==> src/rtl/ex_mem_pipe_reg.sv <==
// rtl/ex_mem_pipe_reg.sv - EX/MEM two-entry elastic pipeline register; EXMEM_STALL_CNT_EN adds a stall counter
module ex_mem_pipe_reg #(
  parameter int DATA_W      = 32,
  parameter int NUM_DATA    = 4,
  parameter int CTRL_W      = 5,
  parameter int STALL_CNT_W = 16
) (
  input  logic                       Clk_in_EXMEM,
  input  logic                       Rst_n_in_EXMEM,
  input  logic                       Valid_in_EXMEM,
  output logic                       Ready_out_EXMEM,
  input  logic [CTRL_W-1:0]          Ctrl_in_EXMEM,
  input  logic                       Zero_in_EXMEM,
  input  logic [NUM_DATA*DATA_W-1:0] Data_in_EXMEM,
  input  logic                       Flush_in_EXMEM,
  output logic                       Valid_out_EXMEM,
  input  logic                       Ready_in_EXMEM,
  output logic [CTRL_W-1:0]          Ctrl_out_EXMEM,
  output logic                       Zero_out_EXMEM,
  output logic [NUM_DATA*DATA_W-1:0] Data_out_EXMEM
`ifdef EXMEM_STALL_CNT_EN
  ,
  output logic [STALL_CNT_W-1:0]     StallCnt_out_EXMEM
`endif
);

  localparam int PAY_W = NUM_DATA * DATA_W;

  typedef enum logic [1:0] {
    ST_EMPTY = 2'd0,
    ST_ONE   = 2'd1,
    ST_TWO   = 2'd2
  } state_t;

  state_t              state_q, state_d;
  logic [CTRL_W-1:0]   main_ctrl_q, main_ctrl_d;
  logic                main_zero_q, main_zero_d;
  logic [PAY_W-1:0]    main_data_q, main_data_d;
  logic [CTRL_W-1:0]   skid_ctrl_q, skid_ctrl_d;
  logic                skid_zero_q, skid_zero_d;
  logic [PAY_W-1:0]    skid_data_q, skid_data_d;
  logic                in_fire;
  logic                out_fire;

  // Handshake outputs come from registered state only, so Ready_in never reaches Ready_out.
  assign Valid_out_EXMEM = (state_q != ST_EMPTY);
  assign Ready_out_EXMEM = (state_q != ST_TWO);
  assign in_fire         = Valid_in_EXMEM & Ready_out_EXMEM;
  assign out_fire        = Valid_out_EXMEM & Ready_in_EXMEM;

  assign Ctrl_out_EXMEM  = main_ctrl_q;
  assign Zero_out_EXMEM  = main_zero_q;
  assign Data_out_EXMEM  = main_data_q;

  always_comb begin
    state_d     = state_q;
    main_ctrl_d = main_ctrl_q;
    main_zero_d = main_zero_q;
    main_data_d = main_data_q;
    skid_ctrl_d = skid_ctrl_q;
    skid_zero_d = skid_zero_q;
    skid_data_d = skid_data_q;

    if (Flush_in_EXMEM) begin
      // Bubble: control and flag are cleared so nothing downstream acts; data words are don't-care.
      state_d     = ST_EMPTY;
      main_ctrl_d = '0;
      main_zero_d = 1'b0;
      skid_ctrl_d = '0;
      skid_zero_d = 1'b0;
    end else begin
      case (state_q)
        ST_EMPTY: begin
          if (in_fire) begin
            main_ctrl_d = Ctrl_in_EXMEM;
            main_zero_d = Zero_in_EXMEM;
            main_data_d = Data_in_EXMEM;
            state_d     = ST_ONE;
          end
        end
        ST_ONE: begin
          if (in_fire && out_fire) begin
            main_ctrl_d = Ctrl_in_EXMEM;
            main_zero_d = Zero_in_EXMEM;
            main_data_d = Data_in_EXMEM;
          end else if (in_fire) begin
            skid_ctrl_d = Ctrl_in_EXMEM;
            skid_zero_d = Zero_in_EXMEM;
            skid_data_d = Data_in_EXMEM;
            state_d     = ST_TWO;
          end else if (out_fire) begin
            // Draining to empty clears control so an idle stage never presents live write enables.
            main_ctrl_d = '0;
            main_zero_d = 1'b0;
            state_d     = ST_EMPTY;
          end
        end
        ST_TWO: begin
          if (Ready_in_EXMEM) begin
            main_ctrl_d = skid_ctrl_q;
            main_zero_d = skid_zero_q;
            main_data_d = skid_data_q;
            state_d     = ST_ONE;
          end
        end
        default: begin
          main_ctrl_d = '0;
          main_zero_d = 1'b0;
          state_d     = ST_EMPTY;
        end
      endcase
    end
  end

  always_ff @(posedge Clk_in_EXMEM or negedge Rst_n_in_EXMEM) begin
    if (!Rst_n_in_EXMEM) begin
      state_q     <= ST_EMPTY;
      main_ctrl_q <= '0;
      main_zero_q <= 1'b0;
      main_data_q <= '0;
      skid_ctrl_q <= '0;
      skid_zero_q <= 1'b0;
      skid_data_q <= '0;
    end else begin
      state_q     <= state_d;
      main_ctrl_q <= main_ctrl_d;
      main_zero_q <= main_zero_d;
      main_data_q <= main_data_d;
      skid_ctrl_q <= skid_ctrl_d;
      skid_zero_q <= skid_zero_d;
      skid_data_q <= skid_data_d;
    end
  end

`ifdef EXMEM_STALL_CNT_EN
  logic [STALL_CNT_W-1:0] stall_cnt_q, stall_cnt_d;

  // Saturating count of cycles the output is held by downstream; flush deliberately leaves it alone.
  always_comb begin
    stall_cnt_d = stall_cnt_q;
    if (Valid_out_EXMEM && !Ready_in_EXMEM && (stall_cnt_q != {STALL_CNT_W{1'b1}})) begin
      stall_cnt_d = stall_cnt_q + 1'b1;
    end
  end

  always_ff @(posedge Clk_in_EXMEM or negedge Rst_n_in_EXMEM) begin
    if (!Rst_n_in_EXMEM) begin
      stall_cnt_q <= '0;
    end else begin
      stall_cnt_q <= stall_cnt_d;
    end
  end

  assign StallCnt_out_EXMEM = stall_cnt_q;
`else
  if (STALL_CNT_W < 1) begin : g_bad_stall_cnt_w
    $error("STALL_CNT_W must be at least 1");
  end
`endif

endmodule

==> config.mk <==
export PLATFORM = sky130hd
export DESIGN_NAME = ex_mem_pipe_reg
export DESIGN_NICKNAME = d
export VERILOG_FILES = /design/src/rtl/ex_mem_pipe_reg.sv
export SDC_FILE = /design/constraint.sdc
export NUM_CORES = 1
export LEC_CHECK = 0
export BUFFER_PORTS_ARGS = -buffer_cell sky130_fd_sc_hd__buf_2
export CAP_MARGIN = 20
export CORE_ASPECT_RATIO = 0.7
export CORE_MARGIN = 10
export CORE_UTILIZATION = 40
export CTS_CLUSTER_DIAMETER = 80
export DETAILED_ROUTE_END_ITERATION = 8
export GPL_TIMING_DRIVEN = 0
export PLACE_DENSITY = 0.72
export SYNTH_ARGS = -nofsm -noshare
export SYNTH_HDL_FRONTEND = slang
export SYNTH_SLANG_ARGS = --single-unit
==> constraint.sdc <==
create_clock -name Clk_in_EXMEM -period 2.27 [get_ports Clk_in_EXMEM]
set_clock_uncertainty 0.2 [all_clocks]
set_input_delay 0.3405 -clock Clk_in_EXMEM [delete_from_list [all_inputs] [get_ports Clk_in_EXMEM]]
set_output_delay 0.3405 -clock Clk_in_EXMEM [all_outputs]
set_load 0.01 [all_outputs]
# Yosys cells after proc, flatten, opt, wreduce, memory -nomap -nowiden
# Index checks and enable logic that the tools add are counted.
# word_totals
regBits	270
input_bits	139
output_inout_bits	136
wordCells	66
# classes
n_eq_ne	13
muxes	31
bitwise	4
n_reduce_logical	11
# ops
op	count
$mux 128	3
$pmux 128 s3	1
$mux 5	9
$pmux 5 s3	1
$mux 2	6
$ne 4x4->1 const B	3
$reduce_and 4->1	3
$ne 2x2->1 const B	5
$mux 1	9
$ne 3x3->1 const B	3
$pmux 2 s3	1
$reduce_bool 2->1	3
$reduce_and 5->1	1
$pmux 1 s3	1
$reduce_and 3->1	1
$reduce_bool 3->1	1
$and 1x1->1	2
$eq 2x1->1 const B	1
$eq 2x2->1 const B	1
$logic_not 2->1	1
$not 1->1	2
$logic_and 1x1->1	1

# Depth between registers and ports, before layout
# Gate-level depths: netlist of run 1.
# logic_depth
word_depth	7
mapped_depth	7
ltp_nobuf	4

# Least setup slack after synthesis of run 1
# Ideal clock, no wire load.
# synth_timing
kind	register to register
startpoint	register state_q[0]
endpoint	register main_data_q[37] (netlist: Data_out_EXMEM[37])
setup_time_ns	0.125
t_arrival_ns	1.535
required_time_ns	1.945
slack_ns	0.410
path_stages_with_launch	7
n_path_buf	3
synth_period_minus_slack_ns	1.860
path_cell_list	dfrtp_1 > nor2b_2 > buf_6 > buf_6 > buf_6 > mux2_4 > mux2_4
# synth_between
elab_chain_len	5
word_cells_on_any_way	14
classes_between	eq/ne (6); mux (1); bitwise (2); reduce/logical (5)
# synth_lines
item	line_no	source
start, declared	35	state_t state_q, state_d;
start signal, assigned	125	state_q <= state_d;
$ne 2x2->1 / $reduce_bool 2->1 (equally long branches)	47, 46	
$and 1x1->1, on equally long branches	48, 49	
$logic_and 1x1->1	82	if (in_fire && out_fire) begin
$ne 2x2->1 (no source line)	--	
$reduce_and 5->1 (no source line)	--	
end signal, assigned	128	main_data_q <= main_data_d;
end, declared	38	logic [PAY_W-1:0] main_data_q, main_data_d;
# Several ways; a longest one is shown, not always the timed one.
# A chain may end at the register's enable or synchronous reset.

# Worst setup path after layout of run 1
# layout_timing
startpoint	register state_q[0]
endpoint	output port Ready_out_EXMEM
# layout_between
elab_chain_len	1
# layout_lines
item	line_no	source
$ne 2x2->1	47	assign Ready_out_EXMEM = (state_q != ST_TWO);
end, declared	11	output logic Ready_out_EXMEM,
# No other way between the ends.

==> impl_metrics.toml, run 1 <==
[synthesis]
synth_xor_area_share_pct = 0
synthSimpleGateAreaFrac_pct = 0.896
synth_top_family_by_area = "multiplexers"
synth_most_common_cell = "dfrtp_1"
synth_top_area_share_pct = 55.6
yosysSeqAreaShare_pct = 55.6
syn_nets = 887
ys_async_sr_fraction_pct = 100
synth_compound_area_share_pct = 1.37
synth_seq_cells = 270
synth_area_leader_cell = "dfrtp_1"
synth-edff-count = 0
yosys-top-cells-count = "dfrtp_1, mux2_2, mux2_4, mux2_1, buf_6"
synth_fa_ha_area_share_pct = 0
ys_warn_count = 0
muxShareOfSynthArea_pct = 38.7
synth.cell_area_um2 = 12100
synth.distinct_cells = 30
syn_area_per_cell_um2 = 16.2
yosys-top-cells-area = "dfrtp_1, mux2_2, mux2_4"
syn_inst = 748
synth_ff_type = "dfrtp_1"

[hold_path]
worstHoldStart = "Ready_in_EXMEM"
min_path_type = "input port to flop"

[place]
routabilityCongestion = 0.771
dp_hpwl_um = 21100
placed_cells = 1436
dpl-instance-area_um2 = 14100
io_buffers = 274

[power_and_ir_drop]
power_density_nw_per_um2 = 849
power_leakage_uw = 0.00757
peakVddDrop_v = 0.000557
finalPower_uw = 14000

[clock_tree]
clkSinkCount = 270
clk_latency_ns = 0.55
htreeDepth = 1
cts_tree = "built"
clockBufferDepth = 3
numCtsBuffers = 28
root_buffer = "clkbuf_16"
clk_pin_slew_ns = 0.06

[grt]
grt_pass1_wl_um = 49200
grt.total_usage_pct = 15.9
grt_max_degree = 117
grt_overflow = 0
antenna_found_initial = 4
grt_pass1_vias = 8622

[critical_path]
startpoint_type = "flop"
worstSetupPathType = "flop to output port"
regToRegStartpoint = "state_q[0]$_DFFE_PN0P_"
cp_max_fo = 10
required_ns = 1.73
crit_arrival_ns = 1.64
startpoint = "state_q[0]$_DFFE_PN0P_"
worst_setup_path_end_kind = "output port"

[sta]
max_freq_mhz = 459
rsz0062_at_grt = "false"
min_period_ns = 2.18
finalMaxSlewViolations = 0
finalHoldViolCount = 0
post-route-period-util_pct = 96.0
setup_viol = 0
tightest_slew_ns = 0.640
slew_headroom_pct = 57.3

[die]
placeableCoreArea_um2 = 30000
initial_utilization_pct = 40.5
boundaryPins = 275
dieHeight_um = 166
rows = 53
die_w_um = 228
die_area_um2 = 37900

[drt]
wl_met3_um = 1650
finalWirelength_um = 30800
drt-pass1-iter-count = 4
wl_met1_um = 14000
dr_wl_met2_um = 14500
post_drt_wl_per_cell_um = 18.9
drt_iter0_drc = 344
post_drt_via_cell_ratio = 4.78
postRouteAntennaNets = 0
drc_errors = 0
topRoutingLayerUsed = "met4"
vias = 7807

[layout]
drive_above_1_share_pct = 56.8
stdcell_area_um2 = 16500
post-route-util_pct = 54.9
layout.cells.non_filler = 1633
areaGrowthSynthToFinish_pct = 35.5
final.fill_count = 2462
final_nets = 1335

[flow_run]
maxCapViolCount = 0

[status]
status = "finished clean"
==> through the flow <==
step	TNS [ns]	setup slack (ns)	hold WS, ns
after floorplan	0	0.410	-0.155
after global placement	-1197.42	-4.45	0.263
after detailed placement	-9.74	-0.139	0.0559
after CTS	0	0.0163	0.00775
after global routing	0	0.00478	0.0833
final	0	0.0919	0.0747
==> power breakdown <==
part,internal [µW],switching (µW)
Sequential,5950,580
Clock,2640,1910
Combinational,1700,1180
==> cell families after synthesis <==
logic type	Yosys count
flip-flops	270
AND/OR/NAND/NOR	21
AO/OA/AOI/OAI	20
buffers and inverters	47
multiplexers	390
==> per-layer routing <==
| layer | track usage (%) | up-vias |
|---|---|---|
| met4 | 3.67 | 0 |
| met3 | 4.32 | 39 |
| met1 | 20.6 | 3968 |
| met2 | 25.9 | 194 |
| met5 | 0 | - |
| li1 | - | 3606 |
==> cells in the final DEF (no fill, tap or decap), types with 2 or more instances in the layout <==
cell,netlist,routed
clkinv_2,0,6
clkbuf_16,0,29
a21oi_1,4,4
clkbuf_1,1,7
inv_1,2,2
buf_12,1,2
a32o_1,6,6
dlygate4sd3_1,0,136
clkinvlp_4,0,3
diode_2,0,4
buf_8,5,6
buf_16,0,2
nand2_1,4,4
buf_6,15,14
mux2i_1,6,6
dfrtp_1,270,269
mux2_4,83,83
nor2_1,7,7
mux2_2,230,230
a22o_1,6,6
clkbuf_8,0,6
o21ai_0,2,2
mux2_1,71,71
buf_2,9,282
buf_4,13,19
==> area by class of cell <==
class,instances,area [µm²],share of cell area [%]
Clock inverter,10,82.6,0.502
Multi-Input combinational cell,431,4990,30.3
Antenna cell,4,10.0,0.0608
Sequential cell,270,6760,41.1
Buffer,45,425,2.58
Clock buffer,41,831,5.05
Tap cell,412,515,3.13
Timing Repair Buffer,418,2840,17.3
Inverter,2,7.51,0.0456
==> critical path, stage by stage, from the launching register on <==
cell and delay [ns]:
dfrtp_2 0.46, nor2b_4 0.12, buf_6 0.15, buf_12 0.16, inv_1 0.07, buf_2 0.14
==> final timing paths <==
check	to	slack, ns	cells after the start
worst min-delay path	state_q[0]$_DFFE_PN0P_	0.07	5
max in group asynchronous	skid_data_q[37]$_DFFE_PN0P_	0.85	3
min in group asynchronous	Data_out_EXMEM[9]$_DFFE_PN0P_	0.11	2
worst max-delay path	Ready_out_EXMEM	0.09	5
worst min register to register	Data_out_EXMEM[106]$_DFFE_PN0P_	0.28	1
worst max register to register	Data_out_EXMEM[21]$_DFFE_PN0P_	0.13	6
==> sequential cells by signal (all words and copies together) (netlist names) <==
| register | cells |
|---|---|
| Data_out_EXMEM | 128 |
| skid_data_q | 128 |
| Ctrl_out_EXMEM | 5 |
| skid_ctrl_q | 5 |
| state_q | 2 |
| Zero_out_EXMEM | 1 |
| skid_zero_q | 1 |
==> repair_timing <==
item / in CTS / in global routing
hold endpoints to repair: 539 / 0
gates cloned: 0 / 1
setup buffers: 3 / 2
gates resized for setup: 4 / 5
endpoints found under the setup margin: 54 / 2
hold buffers: 136 / 0
No activity file was read; power rests on OpenSTA's default activity.
==> run 2, diff against run 1 <==
--- a/config.mk
+++ b/config.mk
@@ -7,13 +7,14 @@
 export LEC_CHECK = 0
 export BUFFER_PORTS_ARGS = -buffer_cell sky130_fd_sc_hd__buf_2
 export CAP_MARGIN = 20
+export CELL_PAD_IN_SITES_DETAIL_PLACEMENT = 0
+export CELL_PAD_IN_SITES_GLOBAL_PLACEMENT = 2
 export CORE_ASPECT_RATIO = 0.7
-export CORE_MARGIN = 10
-export CORE_UTILIZATION = 40
+export CORE_UTILIZATION = 38
 export CTS_CLUSTER_DIAMETER = 80
 export DETAILED_ROUTE_END_ITERATION = 8
 export GPL_TIMING_DRIVEN = 0
-export PLACE_DENSITY = 0.72
+export PLACE_DENSITY = 0.9
 export SYNTH_ARGS = -nofsm -noshare
 export SYNTH_HDL_FRONTEND = slang
 export SYNTH_SLANG_ARGS = --single-unit
==> impl_metrics.toml, run 2 (same netlist as run 1, synthesis figures left out) <==
[status]
status = "finished clean"

[clock_tree]
clk_latency_ns = 0.55
cts_tree = "built"
clockBufferDepth = 3
clkSinkCount = 270
root_buffer = "clkbuf_16"
clk_pin_slew_ns = 0.06
numCtsBuffers = 29
htreeDepth = 1

[die]
dieHeight_um = 152
die_area_um2 = 32700
die_w_um = 216
rows = 54
initial_utilization_pct = 38.8
placeableCoreArea_um2 = 31300
boundaryPins = 275

[sta]
setup_tns_ns = 0
post-route-period-util_pct = 95.8
setup_viol = 0
min_period_ns = 2.17
slew_headroom_pct = 54.7
rsz0062_at_grt = "false"
timing.hold.ws_ns = 0.0602
finalMaxSlewViolations = 0
tightest_slew_ns = 0.680
finalHoldViolCount = 0
max_freq_mhz = 460

[power_and_ir_drop]
power_leakage_uw = 0.00757
power_density_nw_per_um2 = 853
p_clk_share_pct = 33.5
finalPower_uw = 14100
combPwrFrac_pct = 20.3
power_switching_uw = 3650
peakVddDrop_v = 0.000544
p_sw_share_pct = 25.9
intPower_uw = 10400
pwr-share-seq_pct = 46.2

[drt]
post_drt_wl_per_cell_um = 17.3
vias = 7678
drc_errors = 0
finalWirelength_um = 28300
drt-pass1-iter-count = 4
post_drt_via_cell_ratio = 4.69
postRouteAntennaNets = 0
drt_iter0_drc = 261

[critical_path]
cp_max_fo = 10
crit_slowest_cell = "dfrtp_2"
required_ns = 1.73
crit_chain = "nor2b_4, buf_12, buf_12, inv_4, buf_6"
worstSetupPathType = "flop to output port"
worst_setup_path_end_kind = "output port"
crit_top_cell = "buf_12"
r2r_slack_ns = 0.15
crit_arrival_ns = 1.63
crit_buf_inv = 4
crit_family = "flip-flops"
crit_path_max_incr_delay_ns = 0.46
startpoint_type = "flop"

[grt]
grt_pass1_vias = 8232
grt_overflow = 0
grt_pass1_wl_um = 45200
antenna_found_initial = 4
grt_max_degree = 106
grt.total_usage_pct = 17.4

[layout]
areaGrowthSynthToFinish_pct = 35.7
drive_above_1_share_pct = 56.8
layout.cells.non_filler = 1636
final_nets = 1332
post-route-util_pct = 52.7
final_common_cell = "buf_2"
mostFrequentLayoutCells = "buf_2, dfrtp_1, mux2_2, dlygate4sd3_1, mux2_4"

[place]
placed_cells = 1444
io_buffers = 274
dp_hpwl_um = 19300
routabilityCongestion = 0.751

[flow_run]
maxCapViolCount = 0

[hold_path]
min_path_type = "input port to flop"
-- run 2: cell types whose count changed in the layout (fill, tap and decap cells not counted), moves of 2 or more --
cell	change
clkinvlp_4	-2
clkbuf_8	+4
buf_4	-4
buf_2	-2
clkinv_2	-2
-- run 2: stage by stage --
stage	setup WS [ns]	area, µm²
3_5_place_dp	-0.196	14100
2_1_floorplan	0.410	12100
6_report	0.0957	16500
4_1_cts	0.00283	16500
5_1_grt	0.00490	16500
3_3_place_gp	-4.50	14000
-- run 2: area by class of cell --
| type | instances | area (µm²) |
|---|---|---|
| flip-flops and latches | 270 | 6760 |
| multi-input cells | 431 | 4980 |
| repair buffers | 414 | 2820 |
| clock inverters | 7 | 68.8 |
| fillers | 2574 | 14800 |
| plain buffers | 45 | 434 |
| well taps | 420 | 526 |
| inverters | 2 | 10.0 |
| clock buffers | 44 | 882 |
| diodes | 3 | 7.51 |
-- run 2: worst min-delay path, stage by stage --
cell and delay (ns):
buf_2 0.14, nand2_1 0.07, a21oi_1 0.06, a21oi_1 0.12, nor2_1 0.05
-- run 2: timing repair --
action | 4_1_cts | 5_1_grt
setup endpoints to repair | 101 | 79
hold buffers | 137 | 0
resized for setup | 9 | 3
hold endpoints to repair | 350 | 0
buffers inserted | 0 | 1
-- run 2: routing by layer --
| layer | GRT usage (%) | part of all wire, % | vias up |
|---|---|---|---|
| li1 | - | - | 3582 |
| met1 | 24.4 | 48 | 3883 |
| met2 | 27.3 | 45 | 178 |
| met3 | 4.55 | 6.3 | 35 |
| met4 | 3.01 | 1.5 | 0 |
| met5 | 0 | 0 | - |
-- run 2: power by group through the flow --
stage               registers (µW)  clock network (µW)  logic (µW)
floorplan                     6690                   0        1430
global placement              6510                   0        2610
detailed placement            6570                   0        2700
CTS                           6500                4860        2900
global route                  6660                5060        3110
finish                        6500                4720        2850
-- run 2: final timing paths --
kind                                                      start                         endpoint  cells past startpoint
worst min register to register  Data_out_EXMEM[107]$_DFFE_PN0P_  Data_out_EXMEM[107]$_DFFE_PN0P_                      1
max in group asynchronous                        Rst_n_in_EXMEM   Data_out_EXMEM[79]$_DFFE_PN0P_                      3
worst max-delay path                     state_q[0]$_DFFE_PN0P_                  Ready_out_EXMEM                      5
worst max register to register           state_q[0]$_DFFE_PN0P_   Data_out_EXMEM[19]$_DFFE_PN0P_                      7
worst min-delay path                             Ready_in_EXMEM           state_q[0]$_DFFE_PN0P_                      5
min in group asynchronous                        Rst_n_in_EXMEM       skid_data_q[3]$_DFFE_PN0P_                      2
==> run 3, diff against run 2 <==
--- a/config.mk
+++ b/config.mk
@@ -5,16 +5,17 @@
 export SDC_FILE = /design/constraint.sdc
 export NUM_CORES = 1
 export LEC_CHECK = 0
+export ABC_AREA = 1
 export BUFFER_PORTS_ARGS = -buffer_cell sky130_fd_sc_hd__buf_2
 export CAP_MARGIN = 20
 export CELL_PAD_IN_SITES_DETAIL_PLACEMENT = 0
 export CELL_PAD_IN_SITES_GLOBAL_PLACEMENT = 2
 export CORE_ASPECT_RATIO = 0.7
-export CORE_UTILIZATION = 38
+export CORE_UTILIZATION = 31
 export CTS_CLUSTER_DIAMETER = 80
 export DETAILED_ROUTE_END_ITERATION = 8
 export GPL_TIMING_DRIVEN = 0
-export PLACE_DENSITY = 0.9
+export PLACE_DENSITY = 0.89
 export SYNTH_ARGS = -nofsm -noshare
 export SYNTH_HDL_FRONTEND = slang
 export SYNTH_SLANG_ARGS = --single-unit
==> impl_metrics.toml, run 3 <==
[synthesis]
synth_ff_type = "dfrtp_1"
synth_seq_cells = 270
yosys-top-cells-count = "nand2_1, o21ai_0, dfrtp_1, inv_1, o21ai_1"
synth_area_leader_cell = "dfrtp_1"
ys_async_sr_fraction_pct = 100
ys_warn_count = 0
syn_inst = 1345
syn_nets = 1484
yosys-top-cells-area = "dfrtp_1, nand2_1, o21ai_0"
synth_top_area_share_pct = 58.8
synth.distinct_cells = 20
synth.cell_area_um2 = 11500
yosysSeqAreaShare_pct = 58.8
syn_area_per_cell_um2 = 8.54
synth_most_common_cell = "nand2_1"
synth-edff-count = 0

[place]
routabilityCongestion = 0.797
dpl-instance-area_um2 = 13500
dp_hpwl_um = 25200
io_buffers = 274

[grt]
grt_util_met1_pct = 28.0
grtUsageMet3_pct = 3.91
grt.total_usage_pct = 19.4
grt_max_degree = 117
busiest_layer = "met2"
grt_overflow = 0
grt_pass1_wl_um = 58300
grt_util_met2_pct = 30.6
antenna_found_initial = 2
grt_pass1_vias = 10569

[drt]
vias = 10574
finalWirelength_um = 36400
drt_iter0_drc = 664
postRouteAntennaNets = 0
drc_errors = 0
post_drt_via_cell_ratio = 4.61
post_drt_wl_per_cell_um = 15.9
drt-pass1-iter-count = 7

[clock_tree]
clk_latency_ns = 0.58
clk_pin_slew_ns = 0.06
clkSinkCount = 270
post_cts_buffers = 0
root_buffer = "clkbuf_16"
cts_tree = "built"
htreeDepth = 1
numCtsBuffers = 30
clockBufferDepth = 3

[layout]
areaGrowthSynthToFinish_pct = 39.0
final_common_cell = "nand2_1"
final_nets = 1928
post-route-util_pct = 44.1
mostFrequentLayoutCells = "nand2_1, buf_2, o21ai_0, dfrtp_1, dlygate4sd3_1"
stdcell_area_um2 = 16000
final.fill_count = 3655
drive_above_1_share_pct = 22.2

[power_and_ir_drop]
finalPower_uw = 17000
power_density_nw_per_um2 = 1070
peakVddDrop_v = 0.000549
power_leakage_uw = 0.00796

[critical_path]
worst_setup_path_end_kind = "output port"
cp_max_fo = 19
worstSetupPathType = "flop to output port"
required_ns = 1.73
startpoint_type = "flop"
reg2reg_depth = 8
regToRegStartpoint = "state_q[1]$_DFFE_PN0P_"
r2r_slack_ns = 0.15
timing.rr.end = "skid_data_q[14]$_DFFE_PN0P_"
crit_arrival_ns = 1.59

[hold_path]
min_path_type = "input port to asynchronous set/reset pin"

[die]
rows = 58
die_w_um = 232
dieHeight_um = 163
boundaryPins = 275
initial_utilization_pct = 31.7
die_area_um2 = 37800
placeableCoreArea_um2 = 36200

[flow_run]
maxCapViolCount = 0

[sta]
setup_viol = 0
rsz0062_at_grt = "true"
max_freq_mhz = 470
post-route-period-util_pct = 93.7
finalMaxSlewViolations = 0
slew_headroom_pct = 56.5
finalHoldViolCount = 0
min_period_ns = 2.13
tightest_slew_ns = 0.652

[status]
status = "finished clean"
[run 3: cell types whose count changed in the layout (fill, tap and decap cells not counted), sizes merged, moves of 7 or more]
cell    delta
buf        +7
nand3     +27
mux2     -384
nand2    +422
inv      +135
clkbuf    +31
o21ai    +382
[run 3: kinds of logic after synthesis]
logic type	after synthesis	synth area share (%)
AO/OA/AOI/OAI	386	16.9
buffers and inverters	224	8.57
flip-flops	270	58.8
AND/OR/NAND/NOR	465	15.7
[run 3: through the flow]
stage	setup slack, ns	hold WS [ns]	cells	setup TNS [ns]
CTS	0.0101	0.0859	2294	0
floorplan	0.602	-0.155	1345	0
finish	0.144	0.106	2295	0
global placement	-4.66	0.262	2099	-1246.14
detailed placement	-0.0950	0.119	2101	-0.564
global route	-0.00424	0.126	2295	-0.00424
[run 3: worst max-delay path by stage]
stage / slack, ns / startpoint / cells after the start / end
global route: -0.004 / state_q[1]$_DFFE_PN0P_ / 8 / skid_data_q[6]$_DFFE_PN0P_
floorplan: 0.60 / state_q[1]$_DFFE_PN0P_ / 10 / skid_data_q[112]$_DFFE_PN0P_
detailed placement: -0.1 / state_q[0]$_DFFE_PN0P_ / 7 / Data_out_EXMEM[67]$_DFFE_PN0P_
finish: 0.14 / state_q[0]$_DFFE_PN0P_ / 4 / Ready_out_EXMEM
global placement: -4.66 / Rst_n_in_EXMEM / 1 / skid_data_q[11]$_DFFE_PN0P_
CTS: 0.01 / state_q[0]$_DFFE_PN0P_ / 4 / Ready_out_EXMEM
[run 3: cell type report]
cell class / instances / area, µm² / area share, %
Tap cell: 480 / 601 / 3.76
Antenna cell: 2 / 5.00 / 0.0314
Clock inverter: 11 / 129 / 0.807
Buffer: 83 / 482 / 3.02
Clock buffer: 45 / 897 / 5.62
Inverter: 139 / 522 / 3.27
Sequential cell: 270 / 6760 / 42.3
Timing Repair Buffer: 414 / 2820 / 17.7
Multi-Input combinational cell: 851 / 3750 / 23.5
[run 3: routing by layer]
| layer | vias up | wire length (µm) |
|---|---|---|
| li1 | 5198 | - |
| met1 | 5111 | 17700 |
| met2 | 229 | 16300 |
| met3 | 36 | 1930 |
| met4 | 0 | 447 |
| met5 | - | 0 |
[run 3: power by group]
group / switching, µW / total, µW / internal, µW
clock network: 2080 / 5040 / 2960
logic: 2720 / 4520 / 1810
registers: 793 / 7460 / 6670
[run 3: what timing repair did]
action,in CTS,in global routing
resized for setup,4,24
hold buffers,138,0
pin swaps,0,0
hold endpoints to repair,330,0
cloned,0,0
setup endpoints to repair,11,98
[run 3: critical path: stages, from the launching register on]
cell and delay (ns):
dfrtp_2 0.44, inv_2 0.07, nand2_4 0.13, buf_6 0.22, buf_2 0.16
